--- config.mk ---
export PLATFORM = sky130hd
export DESIGN_NAME = ad5676r_spi_rx
export DESIGN_NICKNAME = d
export VERILOG_FILES = /design/src/rtl/ad5676r_pkg.sv /design/src/rtl/ad5676r_sync_edge.sv /design/src/rtl/ad5676r_spi_rx.sv
export SDC_FILE = /design/constraint.sdc
export NUM_CORES = 1
export LEC_CHECK = 0
export BUFFER_PORTS_ARGS = -buffer_cell sky130_fd_sc_hd__clkbuf_2
export CAP_MARGIN = 20
export CELL_PAD_IN_SITES_DETAIL_PLACEMENT = 2
export CELL_PAD_IN_SITES_GLOBAL_PLACEMENT = 2
export CORE_ASPECT_RATIO = 0.8
export CORE_MARGIN = 2
export CORE_UTILIZATION = 42
export CTS_CLUSTER_DIAMETER = 80
export DETAILED_ROUTE_END_ITERATION = 12
export PLACE_DENSITY = 0.86
export SKIP_LAST_GASP = 1
export SLEW_MARGIN = 30
export SYNTH_ARGS = -nofsm -noshare
export SYNTH_HDL_FRONTEND = slang
export SYNTH_SLANG_ARGS = --single-unit
--- constraint.sdc ---
create_clock -name clk -period 3.7 [get_ports clk]
set_input_delay 0.37 -clock clk [delete_from_list [all_inputs] [get_ports clk]]
set_output_delay 0.37 -clock clk [all_outputs]
set_load 0.05 [all_outputs]
--- src/rtl/ad5676r_pkg.sv ---
// Shared definitions for the AD5676R serial receive model: command codes,
// software-reset key, frame geometry and the receiver FSM state type.
package ad5676r_pkg;

  localparam logic [3:0] CMD_NOP    = 4'h0;
  localparam logic [3:0] CMD_WR_IN  = 4'h1;
  localparam logic [3:0] CMD_UPD    = 4'h2;
  localparam logic [3:0] CMD_WR_UPD = 4'h3;
  localparam logic [3:0] CMD_SWRST  = 4'h6;

  localparam logic [15:0] SWRST_KEY = 16'h1234;

  localparam int FRAME_BITS = 24;
  localparam int NUM_CH     = 8;
  localparam int DATA_W     = 16;

  typedef enum logic [1:0] {
    ST_WAIT_HIGH,
    ST_IDLE,
    ST_SHIFT,
    ST_DECODE
  } rx_state_e;

endpackage

--- src/rtl/ad5676r_sync_edge.sv ---
// Multi-flop synchroniser for one asynchronous pin, with an extra history
// flop that yields single-clk rise/fall pulses on the synchronised level.
module ad5676r_sync_edge #(
  parameter int SYNC_STAGES = 2
) (
  input  logic clk,
  input  logic rst,
  input  logic din,
  output logic sync_out,
  output logic rise,
  output logic fall
);

  logic [SYNC_STAGES-1:0] sync_reg;
  logic                   prev_reg;

  always_ff @(posedge clk) begin
    if (rst) begin
      sync_reg <= '0;
      prev_reg <= 1'b0;
    end else begin
      sync_reg <= {sync_reg[SYNC_STAGES-2:0], din};
      prev_reg <= sync_reg[SYNC_STAGES-1];
    end
  end

  assign sync_out = sync_reg[SYNC_STAGES-1];
  assign rise     = sync_reg[SYNC_STAGES-1] & ~prev_reg;
  assign fall     = ~sync_reg[SYNC_STAGES-1] & prev_reg;

endmodule

--- src/rtl/ad5676r_spi_rx.sv ---
// AD5676R serial-interface receiver: decodes writer frames and keeps the
// device's input/DAC register banks. Define AD5676R_LDAC_EN for the LDAC pin.
module ad5676r_spi_rx #(
  parameter int SYNC_STAGES = 2,
  parameter int FRAME_BITS  = ad5676r_pkg::FRAME_BITS,
  parameter int NUM_CH      = ad5676r_pkg::NUM_CH,
  parameter int DATA_W      = ad5676r_pkg::DATA_W
) (
  input  logic                     clk,
  input  logic                     rst,
  input  logic                     da_sclk,
  input  logic                     da_sdin,
  input  logic                     da_sync_inv,
`ifdef AD5676R_LDAC_EN
  input  logic                     da_ldac_inv,
`endif
  output logic                     frame_valid,
  output logic [3:0]               frame_cmd,
  output logic [3:0]               frame_addr,
  output logic [15:0]              frame_data,
  output logic                     frame_err,
  output logic                     cmd_ignored,
  output logic [NUM_CH*DATA_W-1:0] dac_out
);

  import ad5676r_pkg::*;

  localparam int CH_W  = $clog2(NUM_CH);
  localparam int CNT_W = 5;
`ifdef AD5676R_LDAC_EN
  localparam int NUM_PINS = 4;
`else
  localparam int NUM_PINS = 3;
`endif

  logic [NUM_PINS-1:0] pin_vec, lvl_vec, rise_vec, fall_vec;

`ifdef AD5676R_LDAC_EN
  assign pin_vec = {da_ldac_inv, da_sync_inv, da_sdin, da_sclk};
`else
  assign pin_vec = {da_sync_inv, da_sdin, da_sclk};
`endif

  genvar gi;
  generate
    for (gi = 0; gi < NUM_PINS; gi++) begin : g_pin_sync
      ad5676r_sync_edge #(.SYNC_STAGES(SYNC_STAGES)) u_sync (
        .clk      (clk),
        .rst      (rst),
        .din      (pin_vec[gi]),
        .sync_out (lvl_vec[gi]),
        .rise     (rise_vec[gi]),
        .fall     (fall_vec[gi])
      );
    end
  endgenerate

  logic sclk_fall, sdin_lvl, sync_lvl, sync_rise, sync_fall;
  assign sclk_fall = fall_vec[0];
  assign sdin_lvl  = lvl_vec[1];
  assign sync_lvl  = lvl_vec[2];
  assign sync_rise = rise_vec[2];
  assign sync_fall = fall_vec[2];

  logic unused_edges;
`ifdef AD5676R_LDAC_EN
  logic ldac_fall;
  assign ldac_fall    = fall_vec[3];
  assign unused_edges = ^{rise_vec[0], lvl_vec[0], rise_vec[1], fall_vec[1],
                          rise_vec[3], lvl_vec[3]};
`else
  assign unused_edges = ^{rise_vec[0], lvl_vec[0], rise_vec[1], fall_vec[1]};
`endif

  rx_state_e              state_reg, state_next;
  logic [CNT_W-1:0]       cnt_reg, cnt_next;
  logic [FRAME_BITS-1:0]  shift_reg, shift_next;
  logic [3:0]             cmd_reg, addr_reg;
  logic [15:0]            data_reg;
  logic [DATA_W-1:0]      in_reg  [NUM_CH];
  logic [DATA_W-1:0]      dac_reg [NUM_CH];

  logic [3:0]  rx_cmd, rx_addr;
  logic [15:0] rx_data;
  logic [CH_W-1:0] rx_idx;
  logic frame_ok, addr_ok, do_wr_in, do_upd, do_swrst, ignore;

  assign rx_cmd  = shift_reg[23:20];
  assign rx_addr = shift_reg[19:16];
  assign rx_data = shift_reg[15:0];
  assign rx_idx  = rx_addr[CH_W-1:0];
  assign addr_ok = (int'(rx_addr) < NUM_CH);

  always_comb begin
    state_next = state_reg;
    cnt_next   = cnt_reg;
    shift_next = shift_reg;
    case (state_reg)
      ST_WAIT_HIGH: if (sync_lvl) state_next = ST_IDLE;
      ST_IDLE: begin
        if (sync_fall) begin
          cnt_next   = '0;
          state_next = ST_SHIFT;
        end
      end
      ST_SHIFT: begin
        // A frame-end edge takes priority over a coincident sclk edge.
        if (sync_rise) begin
          state_next = ST_DECODE;
        end else if (sclk_fall) begin
          shift_next = {shift_reg[FRAME_BITS-2:0], sdin_lvl};
          if (cnt_reg != '1) cnt_next = cnt_reg + 1'b1;
        end
      end
      ST_DECODE: state_next = ST_IDLE;
      default:   state_next = ST_WAIT_HIGH;
    endcase
  end

  always_comb begin
    frame_ok = (state_reg == ST_DECODE) && (cnt_reg == CNT_W'(FRAME_BITS));
    do_wr_in = 1'b0;
    do_upd   = 1'b0;
    do_swrst = 1'b0;
    ignore   = 1'b0;
    case (rx_cmd)
      CMD_NOP:    ;
      CMD_WR_IN:  if (addr_ok) do_wr_in = 1'b1; else ignore = 1'b1;
      CMD_UPD:    if (addr_ok) do_upd = 1'b1; else ignore = 1'b1;
      CMD_WR_UPD: if (addr_ok) begin do_wr_in = 1'b1; do_upd = 1'b1; end
                  else ignore = 1'b1;
      CMD_SWRST:  if (rx_data == SWRST_KEY) do_swrst = 1'b1; else ignore = 1'b1;
      default:    ignore = 1'b1;
    endcase
    if (!frame_ok) begin
      do_wr_in = 1'b0;
      do_upd   = 1'b0;
      do_swrst = 1'b0;
      ignore   = 1'b0;
    end
  end

  // Frame fields are presented live during the valid pulse, then held.
  assign frame_valid = frame_ok;
  assign frame_err   = (state_reg == ST_DECODE) && !frame_ok;
  assign cmd_ignored = ignore;
  assign frame_cmd   = frame_ok ? rx_cmd  : cmd_reg;
  assign frame_addr  = frame_ok ? rx_addr : addr_reg;
  assign frame_data  = frame_ok ? rx_data : data_reg;

  always_ff @(posedge clk) begin
    if (rst) begin
      state_reg <= ST_WAIT_HIGH;
      cnt_reg   <= '0;
      shift_reg <= '0;
      cmd_reg   <= '0;
      addr_reg  <= '0;
      data_reg  <= '0;
      for (int i = 0; i < NUM_CH; i++) begin
        in_reg[i]  <= '0;
        dac_reg[i] <= '0;
      end
    end else begin
      state_reg <= state_next;
      cnt_reg   <= cnt_next;
      shift_reg <= shift_next;
      if (frame_ok) begin
        cmd_reg  <= rx_cmd;
        addr_reg <= rx_addr;
        data_reg <= rx_data;
      end
`ifdef AD5676R_LDAC_EN
      // LDAC copy first so a same-clk frame write overrides its channel.
      if (ldac_fall) begin
        for (int i = 0; i < NUM_CH; i++) dac_reg[i] <= in_reg[i];
      end
`endif
      if (do_swrst) begin
        for (int i = 0; i < NUM_CH; i++) begin
          in_reg[i]  <= '0;
          dac_reg[i] <= '0;
        end
      end
      if (do_wr_in) in_reg[rx_idx] <= rx_data;
      if (do_upd)   dac_reg[rx_idx] <= do_wr_in ? rx_data : in_reg[rx_idx];
    end
  end

  generate
    for (gi = 0; gi < NUM_CH; gi++) begin : g_dac_out
      assign dac_out[gi*DATA_W +: DATA_W] = dac_reg[gi];
    end
  endgenerate

endmodule

==> Word level (Yosys, flattened, before mapping) <==
Memory sizes are Yosys's and may differ from the RTL's. A register that Yosys moved wholly into a read port is not among the register bits.
Cells that the tools add are included.
W data, S select, Z words.
{ "totals": {"wordCells": 128, "input_bits": 5, "output_inout_bits": 155, "memories": 2, "reg_bits": 63, "ram_bits": 256} }
{ "op_classes": {"reduce_logical": 14, "n_bitwise": 23, "add_sub_neg": 1, "muxes": 60, "n_eq_ne": 16, "magnitude_cmp": 1} }
{ "mem_list": {"columns": ["name", "depth", "word_bits", "rd", "rd_ports_with_merged_regs", "write_ports", "line", "source"], "rows": [
  ["dac_reg", 8, 16, 8, 0, 8, "ad5676r_spi_rx.sv:81", "logic [DATA_W-1:0] dac_reg [NUM_CH];"],
  ["in_reg", 8, 16, 1, 1, 8, "ad5676r_spi_rx.sv:80", "logic [DATA_W-1:0] in_reg [NUM_CH];"]
]} }
{ "ops": {"columns": ["op", "n"], "rows": [
  ["$mux W16", 20],
  ["$reduce_or A16 Y1", 2],
  ["$mux W1", 24],
  ["$mux W5", 4],
  ["$eq A16 B13 Y1 const B", 1],
  ["$or A1 B1 Y1", 16],
  ["$mux W3", 4],
  ["$pmux W5 S2", 1],
  ["$eq A4 B2 Y1 const B", 2],
  ["$mux W4", 2],
  ["$ne A2 B1 Y1 const B", 4],
  ["$pmux W2 S4", 1],
  ["$mux W2", 3],
  ["$reduce_and A3 Y1", 2],
  ["$add A5 B1 Y5 const B", 1],
  ["$eq A5 B5 Y1 const B", 1],
  ["$ne A5 B5 Y1 const B", 1],
  ["$reduce_and A5 Y1", 1],
  ["$eq A2 B2 Y1 const B", 2],
  ["$eq A4 B1 Y1 const B", 1],
  ["$eq A4 B3 Y1 const B", 1],
  ["$logic_not A4 Y1", 1],
  ["$lt A4 B4 Y1 const B", 1],
  ["$ne A2 B2 Y1 const B", 2],
  ["10 further kinds", 17]
]} }

==> Logic depth before layout (Yosys ltp) <==
Gate-level depths: netlist (run 1).
{ "logic_depth": {"depth_word": 9, "mapped_depth": 8} }

==> Cells and area by module <==
A second synthesis (run 1) with hierarchy kept.
{ "unflattened": {"cells_unflattened": 1107, "hier_area_um2": 14058.5} }
{ "modules_own_cells": {"columns": ["mod", "cells_per_inst", "area_per_inst_um2", "seq_area_each_um2", "n_inst"], "rows": [
  ["ad5676r_spi_rx", 1083, 13784.5, 8848.5, 1],
  ["ad5676r_sync_edge", 8, 91.3, 60.1, 3]
]} }

==> Worst setup path after synthesis (run 1) <==
OpenSTA, ideal clock, no wires.
{ "synth_path": {"path_kind": "register -> register", "start": "reg cnt_reg[0]", "end": "mem dac_reg[2][0], enable pin", "n_path_buf": 0, "t_arrival_ns": 2.735, "setup_ns": 0.411, "setup_slack_ns": 0.553, "stages_incl_launch_ff": 8, "path_cell_list": "dfxtp_1 inv_1 ha_1 and4b_2 nand2_4 inv_1 nand4_1 o21ai_0"} }
{ "synth_lines": {"columns": ["element", "line", "source"], "rows": [
  ["from (decl)", "ad5676r_spi_rx.sv:76", "logic [CNT_W-1:0] cnt_reg, cnt_next;"],
  ["from (signal assigned)", "ad5676r_spi_rx.sv:165", "cnt_reg <= cnt_next;"],
  ["to (decl)", "ad5676r_spi_rx.sv:81", null]
]} }

==> results.json, run 1 <==
{
  "total_power_uw": 8363,
  "yosys_warnings": 0,
  "final_hold_viol_count": 0,
  "critical_path.top_delay_family": "simple AND/OR/NAND/NOR gates",
  "tritoncts": "done",
  "cts_setup_buffers": 0,
  "crit_chain": "inv_1 > ha_1 > and4b_2 > nand3_2 > buf_4 > nor4_4 > nand2b_1",
  "cp_max_fo": 17,
  "slew-limit-headroom_pct": 28.45,
  "synth_top_area_share_pct": 54.30,
  "remaining_drc_errors": 0,
  "clockBufferDepth": 3,
  "cts_root_buf": "clkbuf_16",
  "start_kind": "flop",
  "place.gp.congestion": 0.8189,
  "clockPowerShare_pct": 43.2,
  "routed_wl_um": 53180,
  "dieArea_um2": 35200,
  "maxCapViolations": 0,
  "clock_sinks": 322,
  "synth_area_um2": 14160,
  "synth_area_leaders": "edfxtp_1 54%, dfxtp_1 9.3%, o2bb2ai_1 7.9%, and2_1 5.7%, mux4_2 5.1%",
  "rsz0062_at_grt": "false",
  "powerDensity_nw_per_um2": 502.8,
  "grt_max_degree": 62,
  "overflow": 0,
  "p_sw_share_pct": 25.79,
  "grt_pass1_vias": 10436,
  "antenna_found_initial": 4,
  "track_usage_pct": 30.30,
  "pre_cts_slack_ns": 0.4476,
  "seqPwrFrac_pct": 49.3,
  "tightest_slew_ns": 1.043,
  "io_buffer_count": 159,
  "setup_violations": 0,
  "layout-drive-gt1-share_pct": 30.66,
  "fillers": 3144,
  "fmax_mhz": 311.5,
  "max-vdd-ir-drop_mv": 0.3689,
  "clk_pin_slew_ns": 0.06,
  "row_count": 60,
  "grt_pass1_wl_um": 76530,
  "ys_seq_elements": 322,
  "nets": 1145,
  "seq_area_frac_synth_pct": 63.63,
  "via_count": 9802,
  "worst-setup-path-type": "reg -> reg",
  "firstDrtPassIters": 6,
  "finalCriticalPeriod_ns": 3.211,
  "switching_power_uw": 2157,
  "dp_hpwl_um": 34290,
  "synth-main-ff-cell": "edfxtp_1",
  "diodes": 0,
  "fin_cells": 1595,
  "maxSlewViolCount": 0,
  "synthCells": 979,
  "clock_latency_ns": 0.55,
  "min_period_over_period_pct": 86.77,
  "via_per_inst": 6.145,
  "die_w_um": 209.3,
  "worst_slack_ns": 0.4895,
  "required_ns": 3.85,
  "cellLeakagePower_uw": 0.005849,
  "cts_made_buffers": 36,
  "async_flop_share_pct": 0,
  "cts_max_level": 2,
  "slowest_delay_ns": 0.77,
  "syn_to_final_growth_pct": 17.48,
  "avgSynthCellArea_um2": 14.46,
  "cp_num_buf_inv": 2,
  "drt_iter0_drc": 902,
  "start_util_pct": 42.38,
  "crit_arrival_ns": 3.36,
  "intPower_uw": 6207,
  "clock_skew_ns": 0.03411,
  "cp-end-kind": "flop",
  "die_y_um": 168.2,
  "combPwrFrac_pct": 7.5,
  "critical_path.slowest_cell": "nand2b_1",
  "whs_ns": 0.05346,
  "tns_ns": 0,
  "routedWlPerCell_um": 33.34,
  "core_um2": 33410,
  "post_cts_resized": 0,
  "synth.net_count": 991,
  "status": "complete, no violations",
  "dp_cells": 1523,
  "yosys.area.top_type": "edfxtp_1",
  "hold_class": "in -> reg",
  "ios": 160,
  "synth-edff-count": 256,
  "cts_hold_buffers": 0,
  "ant_nets": 0,
  "yosysUniqueCellTypes": 48
}
[kinds of logic after synthesis]
kind of cell	Yosys count	synth area share, %
AOI/OAI and AO/OA	185	10.19
and+or+nand+nor	294	13.98
muxes	73	8.201
DFF	322	63.63
adders and majority gates	7	0.6186
buffers and inverters	98	3.376
[power groups by stage]
stage               logic, µW  clock network (µW)  registers [µW]
finish                    627                3610            4120
global route              651                3760            4130
CTS                       625                3650            4120
detailed placement        617                   0            4200
global placement          587                   0            4170
floorplan                 182                   0            4410
[cell usage in the layout, fill, tap and decap left out, types with 10 or more instances in the layout]
cell       Yosys  final
a21oi_1       27     27
and2_1       128    128
o2bb2ai_1    128    128
dfxtp_1       66     65
clkbuf_16      0     37
buf_4          4     46
clkbuf_2       4    158
nand2b_1      16     14
mux2i_1       17     13
edfxtp_1     256    256
nor4_4        14     14
nand2_1       56     56
nor2b_1       37     37
mux2_2        24     24
o21ai_0       18     10
mux4_2        32     32
[final timing paths]
path	start	endpoint	slack, ns	cells after the start
worst min register to register	g_pin_sync[1].u_sync.sync_reg[1]	shift_reg[0]	0.44	2
worst min-delay path	da_sync_inv	g_pin_sync[2].u_sync.sync_reg[0]	0.05	2
worst max-delay path	cnt_reg[1]	in_reg[5][10]	0.49	7
worst max register to register	cnt_reg[1]	in_reg[5][10]	0.49	7
[synth_stat cells, drive strengths merged (4+ instances only)]
cell type,count
nor4,15
a21oi,27
edfxtp,256
buf,32
nand2b,16
ha,7
nand2,58
nor4b,4
and3,4
nand4,8
o21ai,18
nor2b,37
and4b,4
dfxtp,66
inv,6
a31oi,5
and2,128
mux2,24
o2bb2ai,128
clkbuf,60
nor2,7
mux4,32
mux2i,17
[final cells by class]
type                    count  area [µm²]  area share [%]
repair buffers            208        1189           7.147
multi-input cells         559        4717           28.36
inverters                   6       22.52          0.1354
clock buffers              40       937.1           5.635
flip-flops and latches    322        9010           54.17
well taps                 434       543.0           3.265
clock inverters            26       214.0           1.286
[metrics by stage]
| step | util [%] | area [µm²] |
|---|---|---|
| 6_report | 49.79 | 16630 |
| 3_5_place_dp | 46.04 | 15380 |
| 2_1_floorplan | - | 14160 |
| 4_1_cts | 49.49 | 16530 |
| 5_1_grt | 49.79 | 16630 |
| 3_3_place_gp | 46.04 | 15380 |
[routing by layer]
| layer | routed length [µm] | global-route usage, % | vias up |
|---|---|---|---|
| li1 | - | - | 4023 |
| met5 | 0 | 0 | - |
| met4 | 2487 | 12.58 | 0 |
| met3 | 3451 | 5.223 | 129 |
| met1 | 20700 | 37.88 | 5142 |
| met2 | 26540 | 52.33 | 508 |
No activity file was read; power rests on OpenSTA's default activity.
==> run 2: changes to the inputs <==
--- a/config.mk
+++ b/config.mk
@@ -14,7 +14,7 @@
 export CORE_UTILIZATION = 42
 export CTS_CLUSTER_DIAMETER = 80
 export DETAILED_ROUTE_END_ITERATION = 12
-export PLACE_DENSITY = 0.86
+export PLACE_DENSITY_LB_ADDON = 0.1
 export SKIP_LAST_GASP = 1
 export SLEW_MARGIN = 30
 export SYNTH_ARGS = -nofsm -noshare
==> results.json, run 2 (synthesis results as in run 1) <==
{
  "via_count": 9163,
  "critical_path.slowest_cell": "mux2_2",
  "status": "complete, no violations",
  "clock_sinks": 322,
  "pre_cts_slack_ns": 0.6653,
  "tns_ns": 0,
  "switching_power_uw": 2007,
  "clock_skew_ns": 0.01648,
  "start_kind": "flop",
  "rsz0062_at_grt": "false",
  "track_usage_pct": 25.58,
  "setup_violations": 0,
  "grt_pass1_wl_um": 66650,
  "clockBufferDepth": 3,
  "overflow": 0,
  "p_sw_share_pct": 24.60,
  "cp-end-kind": "primary output",
  "remaining_drc_errors": 0,
  "ant_nets": 0,
  "nets": 1157,
  "crit_chain": "inv_1 > ha_1 > and4b_2 > nand2_4 > buf_4 > mux2_2 > clkbuf_2",
  "grt_pass1_vias": 10140,
  "die_y_um": 168.2,
  "powerDensity_nw_per_um2": 490.0,
  "cts_made_buffers": 35,
  "mostFrequentLayoutCell": "edfxtp_1",
  "worst-setup-path-type": "reg -> out",
  "dieArea_um2": 35200,
  "final_hold_viol_count": 0,
  "io_buffer_count": 159,
  "combPwrFrac_pct": 7.6,
  "cp_max_fo": 25,
  "firstDrtPassIters": 4,
  "tightest_slew_ns": 0.9606,
  "cts_max_level": 2,
  "slew-limit-headroom_pct": 35.96,
  "cts_hold_buffers": 0,
  "worst_slack_ns": 0.5763,
  "fmax_mhz": 320.1,
  "clk_pin_slew_ns": 0.06,
  "layout-drive-gt1-share_pct": 31.45,
  "cellLeakagePower_uw": 0.005883,
  "grt_max_degree": 64,
  "via_per_inst": 5.713,
  "drt_iter0_drc": 676,
  "ios": 160,
  "clock_latency_ns": 0.53,
  "dp_hpwl_um": 30030,
  "seqPwrFrac_pct": 50.2,
  "final_cell_mix": "256 x edfxtp_1, 158 x clkbuf_2, 128 x o2bb2ai_1, 128 x and2_1, 64 x dfxtp_1",
  "final-seq-area_um2": 9011,
  "multi_input_area_um2": 4710,
  "core_um2": 33410,
  "maxSlewViolCount": 0,
  "row_count": 60,
  "post_cts_resized": 0,
  "routedWlPerCell_um": 27.39,
  "clockPowerShare_pct": 42.2,
  "tritoncts": "done",
  "cts_setup_buffers": 0,
  "intPower_uw": 6152,
  "diodes": 0,
  "slowest_delay_ns": 0.41,
  "finalCriticalPeriod_ns": 3.124,
  "required_ns": 3.33,
  "die_w_um": 209.3,
  "cts_root_buf": "clkbuf_16",
  "antenna_found_initial": 0,
  "crit_arrival_ns": 2.75,
  "hold_class": "in -> reg",
  "place.gp.congestion": 0.7806,
  "syn_to_final_growth_pct": 17.62,
  "maxCapViolations": 0,
  "start_util_pct": 42.38,
  "routed_wl_um": 43940,
  "max-vdd-ir-drop_mv": 0.2556,
  "min_period_over_period_pct": 84.42,
  "fillers": 3164
}
## run 2: path summary, 6_finish.rpt
path / startpoint / end / slack, ns / depth (start not counted)
worst min register to register: g_pin_sync[1].u_sync.sync_reg[1] / shift_reg[0] / 0.44 / 2
worst max register to register: cnt_reg[0] / in_reg[6][7] / 0.64 / 7
worst min-delay path: da_sdin / g_pin_sync[1].u_sync.sync_reg[0] / 0.07 / 2
worst max-delay path: cnt_reg[0] / frame_data[7] / 0.58 / 7
## run 2: per-layer routing
| layer | share of wire, % | vias to the layer above | track usage [%] | wire length [µm] |
|---|---|---|---|---|
| li1 | - | 4035 | - | - |
| met1 | 44 | 4858 | 34.44 | 19360 |
| met2 | 50 | 207 | 43.80 | 22040 |
| met3 | 3.6 | 63 | 3.320 | 1573 |
| met4 | 2.2 | 0 | 7.081 | 966 |
| met5 | 0 | - | 0 | 0 |
## run 2: layout make-up
cell class	instances	share of cell area (%)
sequential	322	54.11
multi-input combinational	559	28.28
timing repair buffer	221	7.611
clock buffer	48	5.868
tap	434	3.261
clock inverter	14	0.7288
inverter	6	0.1352
## run 2: metrics by stage
| stage | hold slack [ns] | instance area [µm²] | power (µW) | util (%) | cells |
|---|---|---|---|---|---|
| finish | 0.06844 | 16650 | 8159 | 49.85 | 1604 |
| global route | 0.05567 | 16650 | 8411 | 49.85 | 1604 |
| CTS | 0.05301 | 16610 | 8225 | 49.73 | 1602 |
| detailed placement | 0.4326 | 15520 | 4792 | 46.45 | 1540 |
| global placement | 0.4247 | 15480 | 4774 | 46.35 | 1536 |
| floorplan | 0.4138 | 14160 | 4594 | - | 979 |
## run 2: power groups by stage
stage               Clock, µW  Combinational, µW  Sequential, µW
CTS                      3510                621            4100
floorplan                   0                182            4410
global route             3650                652            4110
finish                   3450                618            4090
detailed placement          0                618            4170
global placement            0                608            4170
## run 2: worst max-delay path: cells and delay by family, from the launching register on
| kind | cells | cell delay [ns] |
|---|---|---|
| buf+inv | 3 | 0.70 |
| simple gates | 2 | 0.51 |
| mux | 1 | 0.41 |
| flops | 1 | 0.38 |
| fa+ha+maj | 1 | 0.19 |
==> run 3: changes to the inputs <==
--- a/config.mk
+++ b/config.mk
@@ -11,7 +11,7 @@
 export CELL_PAD_IN_SITES_GLOBAL_PLACEMENT = 2
 export CORE_ASPECT_RATIO = 0.8
 export CORE_MARGIN = 2
-export CORE_UTILIZATION = 42
+export CORE_UTILIZATION = 38
 export CTS_CLUSTER_DIAMETER = 80
 export DETAILED_ROUTE_END_ITERATION = 12
 export PLACE_DENSITY_LB_ADDON = 0.1
==> constraint.sdc (replaced) <==
create_clock -name clk -period 2.67 [get_ports clk]
set_input_delay 0.267 -clock clk [delete_from_list [all_inputs] [get_ports clk]]
set_output_delay 0.267 -clock clk [all_outputs]
set_load 0.05 [all_outputs]
==> results.json, run 3 (synthesis results as in run 1) <==
{
  "crit_arrival_ns": 2.39,
  "grt_pass1_wl_um": 66560,
  "min_path_cells": 3,
  "routedWlPerCell_um": 26.25,
  "maxSlewViolCount": 0,
  "antenna_found_initial": 0,
  "regToRegSetupSlack_ns": 0.14,
  "final_cell_mix": "256 x edfxtp_1, 133 x clkbuf_2, 128 x o2bb2ai_1, 128 x and2_1, 90 x buf_4",
  "cts_made_buffers": 36,
  "via_count": 9255,
  "utilization_pct": 47.64,
  "row_count": 63,
  "layout-drive-gt1-share_pct": 32.70,
  "clockBufferDepth": 3,
  "overflow": 0,
  "worst-setup-path-type": "reg -> out",
  "syn_to_final_growth_pct": 24.13,
  "ios": 160,
  "postLayoutCellArea_um2": 17570,
  "status": "complete, no violations",
  "hold_class": "in -> reg",
  "drt-met1-wl_um": 20210,
  "remaining_drc_errors": 0,
  "grt_pass1_vias": 10106,
  "combPwrFrac_pct": 7.7,
  "seqPwrFrac_pct": 49.4,
  "diodes": 0,
  "clock_sinks": 322,
  "start_kind": "flop",
  "dp_hpwl_um": 30050,
  "slew-limit-headroom_pct": 50.00,
  "cellLeakagePower_uw": 0.006264,
  "max-vdd-ir-drop_mv": 0.4879,
  "firstDrtPassIters": 5,
  "mostFrequentLayoutCell": "edfxtp_1",
  "tightest_slew_ns": 0.7400,
  "wl_met2_um": 22110,
  "die_y_um": 176.6,
  "start_util_pct": 38.38,
  "grt_max_degree": 39,
  "place_area_um2": 15900,
  "top_layer": "met4",
  "cts_root_buf": "clkbuf_16",
  "hold_end": "shift_reg[21]",
  "tns_ns": 0,
  "setup_violations": 0,
  "routed_wl_um": 44660,
  "cp-end-kind": "primary output",
  "final_hold_viol_count": 0,
  "min_period_over_period_pct": 99.35,
  "intPower_uw": 8674,
  "drt_iter0_drc": 585,
  "r2r-start": "shift_reg[9]",
  "dieArea_um2": 38830,
  "cp_max_fo": 6,
  "reg2reg_to": "dac_reg[4][8]",
  "p_sw_share_pct": 24.44,
  "clock_latency_ns": 0.53,
  "finalCriticalPeriod_ns": 2.653,
  "switching_power_uw": 2806,
  "rsz0062_at_grt": "true",
  "met3WireLength_um": 1777,
  "clock_skew_ns": 0.01987,
  "nets": 1198,
  "hp-start": "rst",
  "track_usage_pct": 23.35,
  "place.gp.congestion": 0.7662,
  "fmax_mhz": 377.0,
  "powerDensity_nw_per_um2": 653.2,
  "io_buffer_count": 159,
  "maxCapViolations": 0,
  "core_um2": 36890,
  "required_ns": 2.40,
  "die_w_um": 219.8,
  "tritoncts": "done",
  "cts_max_level": 2,
  "reg2reg_depth": 6,
  "clockPowerShare_pct": 42.9,
  "ant_nets": 0,
  "pre_cts_slack_ns": -0.04277,
  "via_per_inst": 5.441,
  "clk_pin_slew_ns": 0.05,
  "worst_slack_ns": 0.01733
}
==> run 3: worst max-delay path by stage <==
stage | start | end | cells after the start
after floorplan | cnt_reg[0] | dac_reg[2][0] | 7
after global routing | cnt_reg[0] | frame_data[15] | 8
after CTS | cnt_reg[0] | dac_reg[5][14] | 8
after global placement | shift_reg[10] | dac_reg[6][11] | 5
final | cnt_reg[0] | frame_data[15] | 8
after detailed placement | cnt_reg[0] | dac_reg[5][8] | 6
==> run 3: layer usage <==
layer	GRT usage (%)	up-vias
met4	4.446	0
met5	0	-
met3	3.230	41
met1	32.61	4892
li1	-	4127
met2	39.18	195
==> run 3: area by class of cell <==
cell class / count / area, µm²
Clock inverter: 19 / 162.7
Timing Repair Buffer: 261 / 1968
Fill cell: 3537 / 19320
Multi-Input combinational cell: 559 / 4816
Clock buffer: 47 / 983.4
Inverter: 6 / 22.52
Tap cell: 487 / 609.3
Sequential cell: 322 / 9011
==> run 3: power by group through the flow <==
| stage | logic [µW] | registers [µW] | clock network (µW) |
|---|---|---|---|
| 4_1_cts | 893 | 5670 | 5030 |
| 2_1_floorplan | 253 | 6110 | 0 |
| 3_5_place_dp | 882 | 5780 | 0 |
| 6_report | 889 | 5670 | 4920 |
| 5_1_grt | 938 | 5690 | 5230 |
| 3_3_place_gp | 864 | 5770 | 0 |
==> run 3: per-stage QoR <==
stage,hold WS (ns),std cells,total power (µW)
after floorplan,0.3952,979,6365
after global placement,0.4347,1624,6637
after detailed placement,0.4386,1624,6662
after CTS,0.3368,1697,11600
after global routing,0.3727,1701,11860
final,0.3515,1701,11480
==> run 3: critical path: stages, from the launching register on <==
cell and delay (ns):
dfxtp_2 0.33, inv_1 0.05, ha_1 0.19, and4b_2 0.25
buf_4 0.17, nand2_8 0.15, buf_16 0.17, mux2_2 0.37
buf_8 0.16
==> run 3: what timing repair did <==
action,in CTS,in global routing
buffers inserted,1,0
cloned,3,0
pin swaps,0,1
setup endpoints to repair,57,42
hold endpoints to repair,3,0
gates resized for setup,61,41
hold buffers,3,0
